## config.mk

```make
export PLATFORM = sky130hd
export DESIGN_NAME = alu_nibble_sequencer
export DESIGN_NICKNAME = d
export VERILOG_FILES = /design/src/rtl/alu_pkg.sv /design/src/rtl/alu_nibble_sequencer_slice.sv /design/src/rtl/alu_nibble_sequencer.sv
export SDC_FILE = /design/constraint.sdc
export NUM_CORES = 1
export LEC_CHECK = 0
export ABC_AREA = 0
export CORE_MARGIN = 2
export CORE_UTILIZATION = 30
export DETAILED_ROUTE_END_ITERATION = 8
export GPL_TIMING_DRIVEN = 0
export PLACE_DENSITY = 0.51
export SETUP_SLACK_MARGIN = 0.4
export SLEW_MARGIN = 20
export SYNTH_ARGS = -nofsm -noshare
export SYNTH_HDL_FRONTEND = slang
export SYNTH_HIERARCHICAL = 1
export SYNTH_SLANG_ARGS = --single-unit
```

## constraint.sdc

```tcl
create_clock -name clk -period 6.53 [get_ports clk]
set_input_delay 1.306 -clock clk [delete_from_list [all_inputs] [get_ports clk]]
set_output_delay 1.306 -clock clk [all_outputs]
set_load 0.02 [all_outputs]
```

## src/rtl/alu_pkg.sv

```systemverilog
// Shared definitions for the nibble-serial ALU sequencer and its 4-bit slice.
package alu_pkg;

  typedef enum logic [1:0] {
    IDLE = 2'd0,
    EXEC = 2'd1,
    DONE = 2'd2
  } state_e;

  localparam int SLICE_W = 4;

  // Slice function codes. Arithmetic codes chain the carry; logic codes
  // ignore it and report cout=0, overflow=0; SHL shifts carry in at bit 0.
  localparam logic [3:0] ALU_OP_ADD  = 4'b0000; // A + B + Cin
  localparam logic [3:0] ALU_OP_SUB  = 4'b0001; // A + ~B + Cin
  localparam logic [3:0] ALU_OP_INC  = 4'b0010; // A + Cin
  localparam logic [3:0] ALU_OP_DEC  = 4'b0011; // A + 4'hF + Cin
  localparam logic [3:0] ALU_OP_AND  = 4'b0100;
  localparam logic [3:0] ALU_OP_OR   = 4'b0101;
  localparam logic [3:0] ALU_OP_XOR  = 4'b0110;
  localparam logic [3:0] ALU_OP_NOR  = 4'b0111;
  localparam logic [3:0] ALU_OP_NAND = 4'b1000;
  localparam logic [3:0] ALU_OP_XNOR = 4'b1001;
  localparam logic [3:0] ALU_OP_NOTA = 4'b1010;
  localparam logic [3:0] ALU_OP_PASB = 4'b1011;
  localparam logic [3:0] ALU_OP_ZERO = 4'b1100;
  localparam logic [3:0] ALU_OP_ONES = 4'b1101;
  localparam logic [3:0] ALU_OP_SHL  = 4'b1110; // {A[2:0],Cin}, Cout = A[3]
  localparam logic [3:0] ALU_OP_RSUB = 4'b1111; // B + ~A + Cin

endpackage

```

## src/rtl/alu_nibble_sequencer_slice.sv

```systemverilog
// Combinational 4-bit ALU slice: result, carry out and signed overflow.
module alu_nibble_sequencer_slice
  import alu_pkg::*;
(
  input  logic [SLICE_W-1:0] a_i,
  input  logic [SLICE_W-1:0] b_i,
  input  logic [3:0]         s_i,
  input  logic               ci_i,
  output logic [SLICE_W-1:0] r_o,
  output logic               co_o,
  output logic               ov_o
);

  logic [SLICE_W-1:0] x;
  logic [SLICE_W-1:0] y;
  logic [SLICE_W:0]   sum;
  logic               arith;

  // Select addends for arithmetic codes, or form the logic result directly.
  always_comb begin
    x     = a_i;
    y     = '0;
    sum   = '0;
    arith = 1'b0;
    r_o   = '0;
    co_o  = 1'b0;
    ov_o  = 1'b0;
    case (s_i)
      ALU_OP_ADD:  begin y = b_i;   arith = 1'b1; end
      ALU_OP_SUB:  begin y = ~b_i;  arith = 1'b1; end
      ALU_OP_INC:  begin y = '0;    arith = 1'b1; end
      ALU_OP_DEC:  begin y = '1;    arith = 1'b1; end
      ALU_OP_RSUB: begin x = b_i; y = ~a_i; arith = 1'b1; end
      ALU_OP_AND:  r_o = a_i & b_i;
      ALU_OP_OR:   r_o = a_i | b_i;
      ALU_OP_XOR:  r_o = a_i ^ b_i;
      ALU_OP_NOR:  r_o = ~(a_i | b_i);
      ALU_OP_NAND: r_o = ~(a_i & b_i);
      ALU_OP_XNOR: r_o = ~(a_i ^ b_i);
      ALU_OP_NOTA: r_o = ~a_i;
      ALU_OP_PASB: r_o = b_i;
      ALU_OP_ZERO: r_o = '0;
      ALU_OP_ONES: r_o = '1;
      ALU_OP_SHL:  begin r_o = {a_i[2:0], ci_i}; co_o = a_i[3]; end
      default:     r_o = '0;
    endcase
    if (arith) begin
      sum  = {1'b0, x} + {1'b0, y} + {{SLICE_W{1'b0}}, ci_i};
      r_o  = sum[SLICE_W-1:0];
      co_o = sum[SLICE_W];
      ov_o = (x[SLICE_W-1] == y[SLICE_W-1]) && (sum[SLICE_W-1] != x[SLICE_W-1]);
    end
  end

endmodule

```

## src/rtl/alu_nibble_sequencer.sv

```systemverilog
// Nibble-serial ALU: one 4-bit slice time-multiplexed over NIBBLES cycles,
// least significant nibble first, with the carry chained through a register.
// Optional zero flag output enabled by defining ALU_SEQ_ZERO_FLAG_EN.
module alu_nibble_sequencer
  import alu_pkg::*;
#(
  parameter int NIBBLES = 4
) (
  input  logic                   clk,
  input  logic                   rst,
  input  logic                   req_valid,
  output logic                   req_ready,
  input  logic [4*NIBBLES-1:0]   req_a,
  input  logic [4*NIBBLES-1:0]   req_b,
  input  logic [3:0]             req_s,
  input  logic                   req_cin,
  output logic                   resp_valid,
  input  logic                   resp_ready,
  output logic [4*NIBBLES-1:0]   resp_result,
  output logic                   resp_cout,
`ifdef ALU_SEQ_ZERO_FLAG_EN
  output logic                   resp_zero,
`endif
  output logic                   resp_overflow
);

  localparam int W  = SLICE_W * NIBBLES;
  localparam int KW = (NIBBLES > 1) ? $clog2(NIBBLES) : 1;
  localparam logic [KW-1:0] K_LAST = KW'(NIBBLES - 1);

  state_e        state_q, state_d;
  logic [KW-1:0] k_q, k_d;
  logic [W-1:0]  a_q, a_d;
  logic [W-1:0]  b_q, b_d;
  logic [W-1:0]  res_q, res_d;
  logic [3:0]    s_q, s_d;
  logic          carry_q, carry_d;
  logic          cout_q, cout_d;
  logic          ov_q, ov_d;
`ifdef ALU_SEQ_ZERO_FLAG_EN
  logic          zero_q, zero_d;
`endif

  logic [SLICE_W-1:0] nib_a, nib_b, slice_r;
  logic               slice_co, slice_ov;

  assign nib_a = a_q[k_q*SLICE_W +: SLICE_W];
  assign nib_b = b_q[k_q*SLICE_W +: SLICE_W];

  alu_nibble_sequencer_slice u_slice (
    .a_i  (nib_a),
    .b_i  (nib_b),
    .s_i  (s_q),
    .ci_i (carry_q),
    .r_o  (slice_r),
    .co_o (slice_co),
    .ov_o (slice_ov)
  );

  // Next-state, operand latching, per-nibble capture and handshake outputs.
  // The carry register is seeded with req_cin so nibble 0 sees it directly.
  always_comb begin
    state_d    = state_q;
    k_d        = k_q;
    a_d        = a_q;
    b_d        = b_q;
    s_d        = s_q;
    res_d      = res_q;
    carry_d    = carry_q;
    cout_d     = cout_q;
    ov_d       = ov_q;
`ifdef ALU_SEQ_ZERO_FLAG_EN
    zero_d     = zero_q;
`endif
    req_ready  = 1'b0;
    resp_valid = 1'b0;
    case (state_q)
      IDLE: begin
        req_ready = 1'b1;
        if (req_valid) begin
          a_d     = req_a;
          b_d     = req_b;
          s_d     = req_s;
          carry_d = req_cin;
          k_d     = '0;
          state_d = EXEC;
        end
      end
      EXEC: begin
        res_d[k_q*SLICE_W +: SLICE_W] = slice_r;
        carry_d = slice_co;
        if (k_q == K_LAST) begin
          cout_d  = slice_co;
          ov_d    = slice_ov;
`ifdef ALU_SEQ_ZERO_FLAG_EN
          zero_d  = (res_d == '0);
`endif
          k_d     = '0;
          state_d = DONE;
        end else begin
          k_d = k_q + 1'b1;
        end
      end
      DONE: begin
        resp_valid = 1'b1;
        if (resp_ready) state_d = IDLE;
      end
      default: state_d = IDLE;
    endcase
  end

  // State and datapath registers; reset clears everything so nothing stale escapes.
  always_ff @(posedge clk) begin
    if (rst) begin
      state_q <= IDLE;
      k_q     <= '0;
      a_q     <= '0;
      b_q     <= '0;
      s_q     <= '0;
      res_q   <= '0;
      carry_q <= 1'b0;
      cout_q  <= 1'b0;
      ov_q    <= 1'b0;
`ifdef ALU_SEQ_ZERO_FLAG_EN
      zero_q  <= 1'b0;
`endif
    end else begin
      state_q <= state_d;
      k_q     <= k_d;
      a_q     <= a_d;
      b_q     <= b_d;
      s_q     <= s_d;
      res_q   <= res_d;
      carry_q <= carry_d;
      cout_q  <= cout_d;
      ov_q    <= ov_d;
`ifdef ALU_SEQ_ZERO_FLAG_EN
      zero_q  <= zero_d;
`endif
    end
  end

  assign resp_result   = res_q;
  assign resp_cout     = cout_q;
  assign resp_overflow = ov_q;
`ifdef ALU_SEQ_ZERO_FLAG_EN
  assign resp_zero     = zero_q;
`endif

endmodule

```

## Word-level counts from Yosys, hierarchy flattened

Index checks and enable logic that the tools add are counted.

| cells by class | value |
|---|---|
| div/mod/pow operators | 0 |
| order comparisons | 0 |
| shift operators | 4 |
| mux-type cells | 20 |
| reduce and logical (&&, ||, !) cells | 9 |
| eq/ne operators | 22 |
| bitwise logic cells | 8 |
| multiply operators | 0 |
| add/sub/neg operators | 4 |

Operators with widths:

| operator | count |
|---|---|
| $pmux 4 s10 | 1 |
| $neg 4->34 | 1 |
| $shift 4x34->16 const A | 1 |
| $shiftx 4x34->16 | 1 |
| $shiftx 16x5->4 | 2 |
| $eq 4x4->1 const B | 7 |
| $not 4->4 | 5 |
| $bwmux 16 | 1 |
| $eq 4x3->1 const B | 4 |
| $pmux 4 s4 | 1 |
| $mux 2 | 5 |
| $eq 4x2->1 const B | 2 |
| $mux 4 | 2 |
| $mux 1 | 7 |
| $ne 2x2->1 const B | 3 |
| $pmux 2 s3 | 1 |
| $reduce_and 2->1 | 3 |
| $add 4x4->5 | 1 |
| $add 5x1->5 | 1 |
| $reduce_or 5->1 | 1 |
| $and 4x4->4 | 1 |
| $eq 2x2->1 const B | 2 |
| $eq 4x1->1 const B | 1 |
| $logic_not 4->1 | 1 |
| other kinds (12) | 12 |

| word-level totals | value |
|---|---|
| bits in writable memories | 0 |
| input bits | 41 |
| word-level logic and storage cells | 76 |
| bits in read-only memories | 0 |
| memories kept | 0 |
| output and inout port bits | 20 |
| latch bits | 0 |
| flip-flop bits (word level) | 59 |

## Logic depth before layout (Yosys ltp)

| logic depth | value |
|---|---|
| depth in word-level cells | 8 |
| depth in mapped cells | 16 |
| depth with buffers taken out | 15 |

## Cells and area by module

The synthesis kept the hierarchy.

By module, submodules not included:

| module | area an instance (µm²) | sequential area each (µm²) | instances | cells each |
|---|---|---|---|---|
| alu_nibble_sequencer | 2509.9 | 1181.1 | 1 | 288 |
| alu_nibble_sequencer_slice | 895.9 | 0.0 | 1 | 131 |

## Worst setup path after synthesis

No wires, ideal clock.

| timing path | value |
|---|---|
| path type | register to register |
| start | register k_q[0] |
| end | register carry_q |
| buffers on the path | 1 |
| setup time | 78 ps |
| stages on the path, launching flop included | 17 |
| arrival | 3040 ps |
| setup slack | 3412 ps |
| data required time | 6452 ps |
| clock period less this slack | 3118 ps |
| cell sequence | dfxtp_1 -> buf_4 -> mux4_2 -> inv_1 -> nor2_1 -> o22ai_1 -> a22oi_1 -> fa_1 -> inv_1 -> fa_1 -> a21o_1 -> a21oi_1 -> a211o_1 -> o21ai_1 -> nand2b_1 -> a21oi_1 -> nor3_1 |

| on the way | value |
|---|---|
| longest elaborated chain between the ends | 7 |
| elaborated cells on any way between the ends | 11 |
| classes of those cells | 2 x add/sub; 2 x shift; 5 x mux; 2 x bitwise |

RTL lines:

| element | RTL line | RTL |
|---|---|---|
| start, declared | alu_nibble_sequencer.sv:32 | `logic [KW-1:0] k_q, k_d;` |
| start signal, assigned | alu_nibble_sequencer.sv:129 | `k_q <= k_d;` |
| $shiftx 16x5->4 * | alu_nibble_sequencer.sv:48 | `assign nib_b = b_q[k_q*SLICE_W +: SLICE_W];` |
| named net nib_b[0] | alu_nibble_sequencer.sv:44 | `logic [SLICE_W-1:0] nib_a, nib_b, slice_r;` |
| $not 4->4 | alu_nibble_sequencer_slice.sv:30 | `ALU_OP_SUB: begin y = ~b_i; arith = 1'b1; end` |
| $pmux 4 s4 | alu_nibble_sequencer_slice.sv:28 | `case (s_i)` |
| $add 4x4->5 * | alu_nibble_sequencer_slice.sv:48 | `sum = {1'b0, x} + {1'b0, y} + {{SLICE_W{1'b0}}, ci_i};` |
| $add 5x1->5 * | alu_nibble_sequencer_slice.sv:48 |  |
| $mux 1 * | alu_nibble_sequencer_slice.sv:47 | `if (arith) begin` |
| named net slice_co | alu_nibble_sequencer.sv:45 | `logic slice_co, slice_ov;` |
| $pmux 1 s2 * | alu_nibble_sequencer.sv:77 | `case (state_q)` |
| end signal, assigned | alu_nibble_sequencer.sv:134 | `carry_q <= carry_d;` |
| end, declared | alu_nibble_sequencer.sv:37 | `logic carry_q, carry_d;` |

The timed path passes the listed nets; every way through them passes the cells marked *.
A chain may end at the register's enable or synchronous reset.

## Worst setup path after layout

| timing path | value |
|---|---|
| start | register k_q[0] |
| end | register res_q[13], in the netlist resp_result[13] |

| on the way | value |
|---|---|
| longest elaborated chain between the ends | 8 |
| elaborated cells on any way between the ends | 20 |
| classes of those cells | 3 x add/sub; 4 x shift; 5 x mux; 8 x bitwise |

RTL lines:

| element | RTL line | RTL |
|---|---|---|
| $shiftx 16x5->4 * | alu_nibble_sequencer.sv:48 |  |
| named net nib_b[0] | alu_nibble_sequencer.sv:44 |  |
| $not 4->4 | alu_nibble_sequencer_slice.sv:30 |  |
| $pmux 4 s4 | alu_nibble_sequencer_slice.sv:28 |  |
| $add 4x4->5 * | alu_nibble_sequencer_slice.sv:48 |  |
| $add 5x1->5 * | alu_nibble_sequencer_slice.sv:48 |  |
| $mux 4 * | alu_nibble_sequencer_slice.sv:47 |  |
| named net slice_r[1] | alu_nibble_sequencer.sv:44 |  |
| $shiftx 4x34->16 * | alu_nibble_sequencer.sv:90 | `res_d[k_q*SLICE_W +: SLICE_W] = slice_r;` |
| $bwmux 16 * | alu_nibble_sequencer.sv:90 |  |
| end signal, assigned | alu_nibble_sequencer.sv:133 | `res_q <= res_d;` |
| end, declared | alu_nibble_sequencer.sv:35 | `logic [W-1:0] res_q, res_d;` |

Marked as above.

==> results_dict.tcl <==
set metrics [dict create \
    synthCells 419 \
    ioPinCount 61 \
    cts_tree "built" \
    worstPathRequired_ns 6.72 \
    tns_ns 0 \
    drive_gt1_share_pct 10.1 \
    routedWlPerCell_um 15.2 \
    setup_viol 0 \
    die_w_um 111 \
    async_flop_share_pct 0 \
    ant_nets 0 \
    ys_seq_area_share_pct 34.7 \
    crit_chain "buf_4 -> mux4_2 -> inv_1 -> nor2_1 -> o22ai_1 -> a22oi_1 -> fa_1 -> inv_1 -> fa_1 -> a22oi_1 -> o221ai_1 -> nand3_1 -> a21oi_1" \
    clock_path_buffers 2 \
    core_um2 10900 \
    via_per_inst 4.97 \
    crit_buf_inv 3 \
    cpPeakStageDelay_ns 0.60 \
    fin_hold_ws_ns 0.451 \
    p_sw_share_pct 27.9 \
    seqPwrFrac_pct 36.9 \
    start_util_pct 31.1 \
    crit_fanout 10 \
    arrival_ns 3.96 \
    area_growth_pct 31.4 \
    hold_buffers 0 \
    yosys_warnings 6 \
    synth-edff-count 0 \
    syn_nets 478 \
    gr-usage-all-layers_pct 16.2 \
    crit_slowest_cell "mux4_2" \
    ys_types 52 \
    drtIter0Drc 147 \
    p_leak_nw 1.61 \
    relSlewSlack_pct 53.8 \
    overflow 0 \
    grt_pass1_wl_mm 16.1 \
    fmax_mhz 265 \
    antenna_cells 0 \
    cts_made_buffers 9 \
    skew_ns 0.00864 \
    syn_area_um2 3410 \
    status "finished, final reports clean" \
    comb_power_share_pct 18.3 \
    worst_slack_ns 2.76 \
    dpl.hpwl_mm 7.41 \
    fin_crit_sh_pct 57.7 \
    hold_violations 0 \
    ys.flop_type "dfxtp_1" \
    path_delay_family "adder cells" \
    finalWirelength_mm 9.67 \
    clkPwrFrac_pct 44.9 \
    irDropWorstVdd_v 0.0000964 \
    clkSinkCount 59 \
    p_int_uw 759 \
    gp_congestion 0.816 \
    portBuffers 59 \
    critPathLaunchType "flip-flop" \
    ys_seq_elements 59 \
    fin_crit_ns 3.77 \
    drv_cap 0 \
    rows 38 \
    cts_resized 0 \
    end_kind "flip-flop" \
    path_clk_slew_ns 0.05 \
    powerDensity_nw_per_um2 235 \
    drc 0 \
    tightest_slew_ns 0.692 \
    synth_area_per_cell_um2 8.13 \
    rsz0062_at_grt "no" \
    grt_start_max_net_pins 13 \
    cts_root_buffer "clkbuf_16" \
    die_y_um 111 \
    antenna_found_initial 0 \
    clk_latency_ns 0.33 \
    path_class "flip-flop to flip-flop" \
    pre_cts_slack_ns 2.76 \
    dieArea_um2 12200 \
    cts_max_level 3 \
    dr.pass1.iters 4 \
    vias 3150 \
    p_sw_uw 294 \
    nets 548 \
    post_cts_buffers 0 \
    grt_pass1_vias 3199 \
    slew_viol_final 0 \
    worstHoldPathType "flip-flop to flip-flop" \
]
## cell type report
cell class / count / area (um^2)
tap: 140 / 175
sequential: 59 / 1180
multi-input combinational: 316 / 2010
clock buffer: 9 / 225
clock inverter: 7 / 78.8
timing repair buffer: 59 / 591
fill: 1149 / 6460
buffer: 27 / 155
inverter: 17 / 63.8
## worst min-delay path, delay by kind of cell (launching register included)
kind | cells | cell delay, ns
AND/OR/NAND/NOR | 1 | 0.05
AO/OA/AOI/OAI | 1 | 0.05
flip-flops | 1 | 0.31
## sequential cells by signal (all words and copies together), names as in the netlist
register and cells:
resp_overflow 1, s_q 4, resp_cout 1, resp_result 16, state_q 2, a_q 16, k_q 2, b_q 16
carry_q 1
## layer usage
metal / share of wire [%] / track usage, % / vias to the layer above
met4: 1.1 / 5.17 / 0
met5: 0 / 0 / -
met2: 47 / 26.3 / 55
li1: - / - / 1606
met3: 2.7 / 4.06 / 6
met1: 49 / 21.0 / 1483
## worst paths after layout
kind	from	endpoint	slack [ns]	cells after the start
max	k_q[0]	resp_result[13]	2.76	13
min	resp_result[4]	resp_result[4]	0.45	2
max reg2reg	k_q[0]	resp_result[13]	2.76	13
min reg2reg	resp_result[4]	resp_result[4]	0.45	2
## synth_stat cells (3+ instances only)
cell,n,share of area [%]
nand2_1,94,10
a21oi_1,63,9.3
dfxtp_1,59,35
nand3_1,18,2.6
nor2_1,17,1.9
ha_1,16,5.9
inv_1,16,1.8
clkbuf_1,11,1.2
mux4_2,9,6.0
nand2b_1,9,1.7
o21ai_0,8,1.2
nand3b_1,7,1.5
buf_2,6,0.88
buf_4,6,1.3
nor3_1,6,0.88
a22oi_1,4,0.88
and3b_1,4,1.0
nor2b_1,4,0.73
o211ai_1,4,0.88
o22ai_1,4,0.73
a22o_1,3,0.77
buf_6,3,0.99
mux2i_1,3,0.88
o21ai_1,3,0.44
or3b_1,3,0.77
xnor2_1,3,0.77
## logic make-up after synthesis
family / after synthesis / synth area share [%]
and+or+nand+nor: 177 / 26.0
buffers and inverters: 44 / 6.43
xor gates and xnor gates: 3 / 0.772
adders and majority gates: 18 / 7.05
muxes: 12 / 6.83
DFF: 59 / 34.7
AOI/OAI and AO/OA: 106 / 18.2
## power groups by stage
stage / logic [mW] / clock network (mW) / registers, mW
finish: 0.192 / 0.472 / 0.389
global route: 0.213 / 0.502 / 0.390
CTS: 0.193 / 0.483 / 0.389
detailed placement: 0.192 / 0 / 0.396
global placement: 0.189 / 0 / 0.396
floorplan: 0.122 / 0 / 0.394
## cell usage in the layout, fill, tap and decap left out, drive strengths merged, types with 3 or more instances in the layout
master,count
inv,17
o211ai,4
ha,16
o21ai,11
nor4b,3
dfxtp,59
nor3b,3
clkdlybuf4s50,59
xnor2,3
nand2b,9
nand3b,8
nand2,94
nor2b,4
mux4,9
o22ai,4
clkinv,3
a22o,3
clkbuf,21
clkinvlp,3
nor3,7
mux2i,3
nand3,18
and3b,4
nor2,17
a21oi,63
buf,15
a22oi,4
or3b,3
## metrics by stage
step                      cells  area [um^2]  util (%)  power [mW]
after floorplan             419         3410         -       0.516
after global placement      618         4170      38.1       0.585
after detailed placement    618         4170      38.1       0.588
after CTS                   634         4480      40.9        1.06
after global routing        634         4480      40.9        1.11
final                       634         4480      40.9        1.05
No activity file was read; power rests on OpenSTA's default activity.
==> RTL edit, RTL diff (same settings) <==
Make the reset (`rst`) asynchronous in one clocked block.
--- a/src/rtl/alu_nibble_sequencer.sv
+++ b/src/rtl/alu_nibble_sequencer.sv
@@ -110,7 +110,7 @@
   end
 
   // State and datapath registers; reset clears everything so nothing stale escapes.
-  always_ff @(posedge clk) begin
+  always_ff @(posedge clk or posedge rst) begin
     if (rst) begin
       state_q <= IDLE;
       k_q     <= '0;
Function: differs if rst is asserted again (counterexample within 4 cycles, from zero or initial values and one cycle with rst high); with rst held inactive, the same outputs for 10 cycles.
==> RTL edit against the unedited design <==
Wire length down 5.6%; core utilization shrank 1.0 points; sequential cell count did not move; worst setup slack worse by 0.12 ns; sequential share of layout area is 4.5 points higher; synthesized cell count fell by 22%; design area grew 6.7%; synthesized area increased by 7.2%.
Power is not compared: it rests on default switching activity, and its combinational part moved more than twofold at a synthesized area within 25%.
==> RTL edit: results (changes against the unedited design) <==
Max transition margin = 55.0% (was 53.8%)
Area contributors post-synth = dfrtp_1, mux2_1, ha_1 (was dfxtp_1, nand2_1, a21oi_1)
synth cell count leaders = dfrtp_1, mux2_1, inv_1 (was nand2_1, a21oi_1, dfxtp_1)
layout cells sized above 1 = 12.2% (was 10.1%)
drt pass-1 iters = 5 (was 4)
DRT Wirelength = 9.12 mm (was 9.67 mm)
Metal-1 WL = 4.22 mm (was 4.74 mm)
status = finished clean (unchanged)
Slowest cell on crit path = mux4_1 (was mux4_2)
slowest stage delay, CP = 0.67 ns (was 0.60 ns)
Vias per Instance = 5.18 (was 4.97)
Top FF cell, synth = dfrtp_1 (was dfxtp_1)
starting DRC count in detailed routing = 146 (was 147)
vias in the first global route = 2,891 (was 3,199)
post-DP HPWL = 6.81 mm (was 7.41 mm)
metal2 WL = 4.27 mm (was 4.55 mm)
NumNets Final = 456 (was 548)
CP delay by family, top = multiplexers (was adder cells)
GRT Util Overall = 14.9% (was 16.2%)
Crit Path Max Fanout = 9 (was 10)
Synth Net Count = 384 (was 478)
post-synthesis cell type count = 53 (was 52)
number of port buffers = 60 (was 59)
largest net degree at the start of global routing = 43 (was 13)
worst path arrival time = 4.10 ns (was 3.96 ns)
met3 wire len = 417 um (was 265 um)
sequential-to-total area share from yosys stat = 40.4% (was 34.7%)
Setup Skew = 0.00487 ns (was 0.00864 ns)
number of fillers in the final layout = 1,141 (was 1,149)
RTL edit: report_power, final:
group          switching, uW  total [uW]  internal, uW
clock                    164         504           340
sequential               110         653           543
combinational            940        1700           758
total                   1210        2860          1640
RTL edit: layer usage:
layer,vias to the layer above,track usage [%]
met4,0,7.80
met2,67,22.9
li1,1330,-
met5,-,0
met3,13,3.02
met1,1429,19.9
RTL edit: through the flow:
stage          setup slack (ns)  instance area, um^2  std cells  power (uW)
2_1_floorplan              3.25                 3650        325        1850
3_3_place_gp               2.62                 4440        532        2320
3_5_place_dp               2.68                 4460        533        2350
4_1_cts                    2.65                 4770        548        2870
5_1_grt                    2.48                 4770        548        3090
6_report                   2.64                 4770        548        2860
RTL edit: worst paths after layout:
check | from | end | slack, ns | cells after the start
max | k_q[0] | resp_result[1] | 2.64 | 13
min | b_q[10] | b_q[10] | 0.48 | 1
max reg2reg | k_q[0] | resp_result[1] | 2.64 | 13
min reg2reg | b_q[10] | b_q[10] | 0.48 | 1
max in group asynchronous | rst | a_q[2] | 4.76 | 3
min in group asynchronous | rst | resp_result[4] | 1.27 | 2
RTL edit: cell families after synthesis:
group / after synthesis / share of synthesized area (%)
muxes: 53 / 19.5
buffers and inverters: 50 / 6.41
xor gates and xnor gates: 3 / 0.720
and+or+nand+nor: 81 / 13.2
AOI/OAI and AO/OA: 61 / 13.2
DFF: 59 / 40.4
adders and majority gates: 18 / 6.58
RTL edit: area by class of cell:
cell class | count | area (um^2) | share of cell area, %
clock inverter | 5 | 77.6 | 1.62
timing repair buffer | 61 | 621 | 13.0
buffer | 19 | 118 | 2.46
multi-input combinational | 216 | 1940 | 40.6
sequential | 59 | 1480 | 30.9
inverter | 31 | 119 | 2.49
tap | 147 | 184 | 3.85
clock buffer | 10 | 239 | 5.01
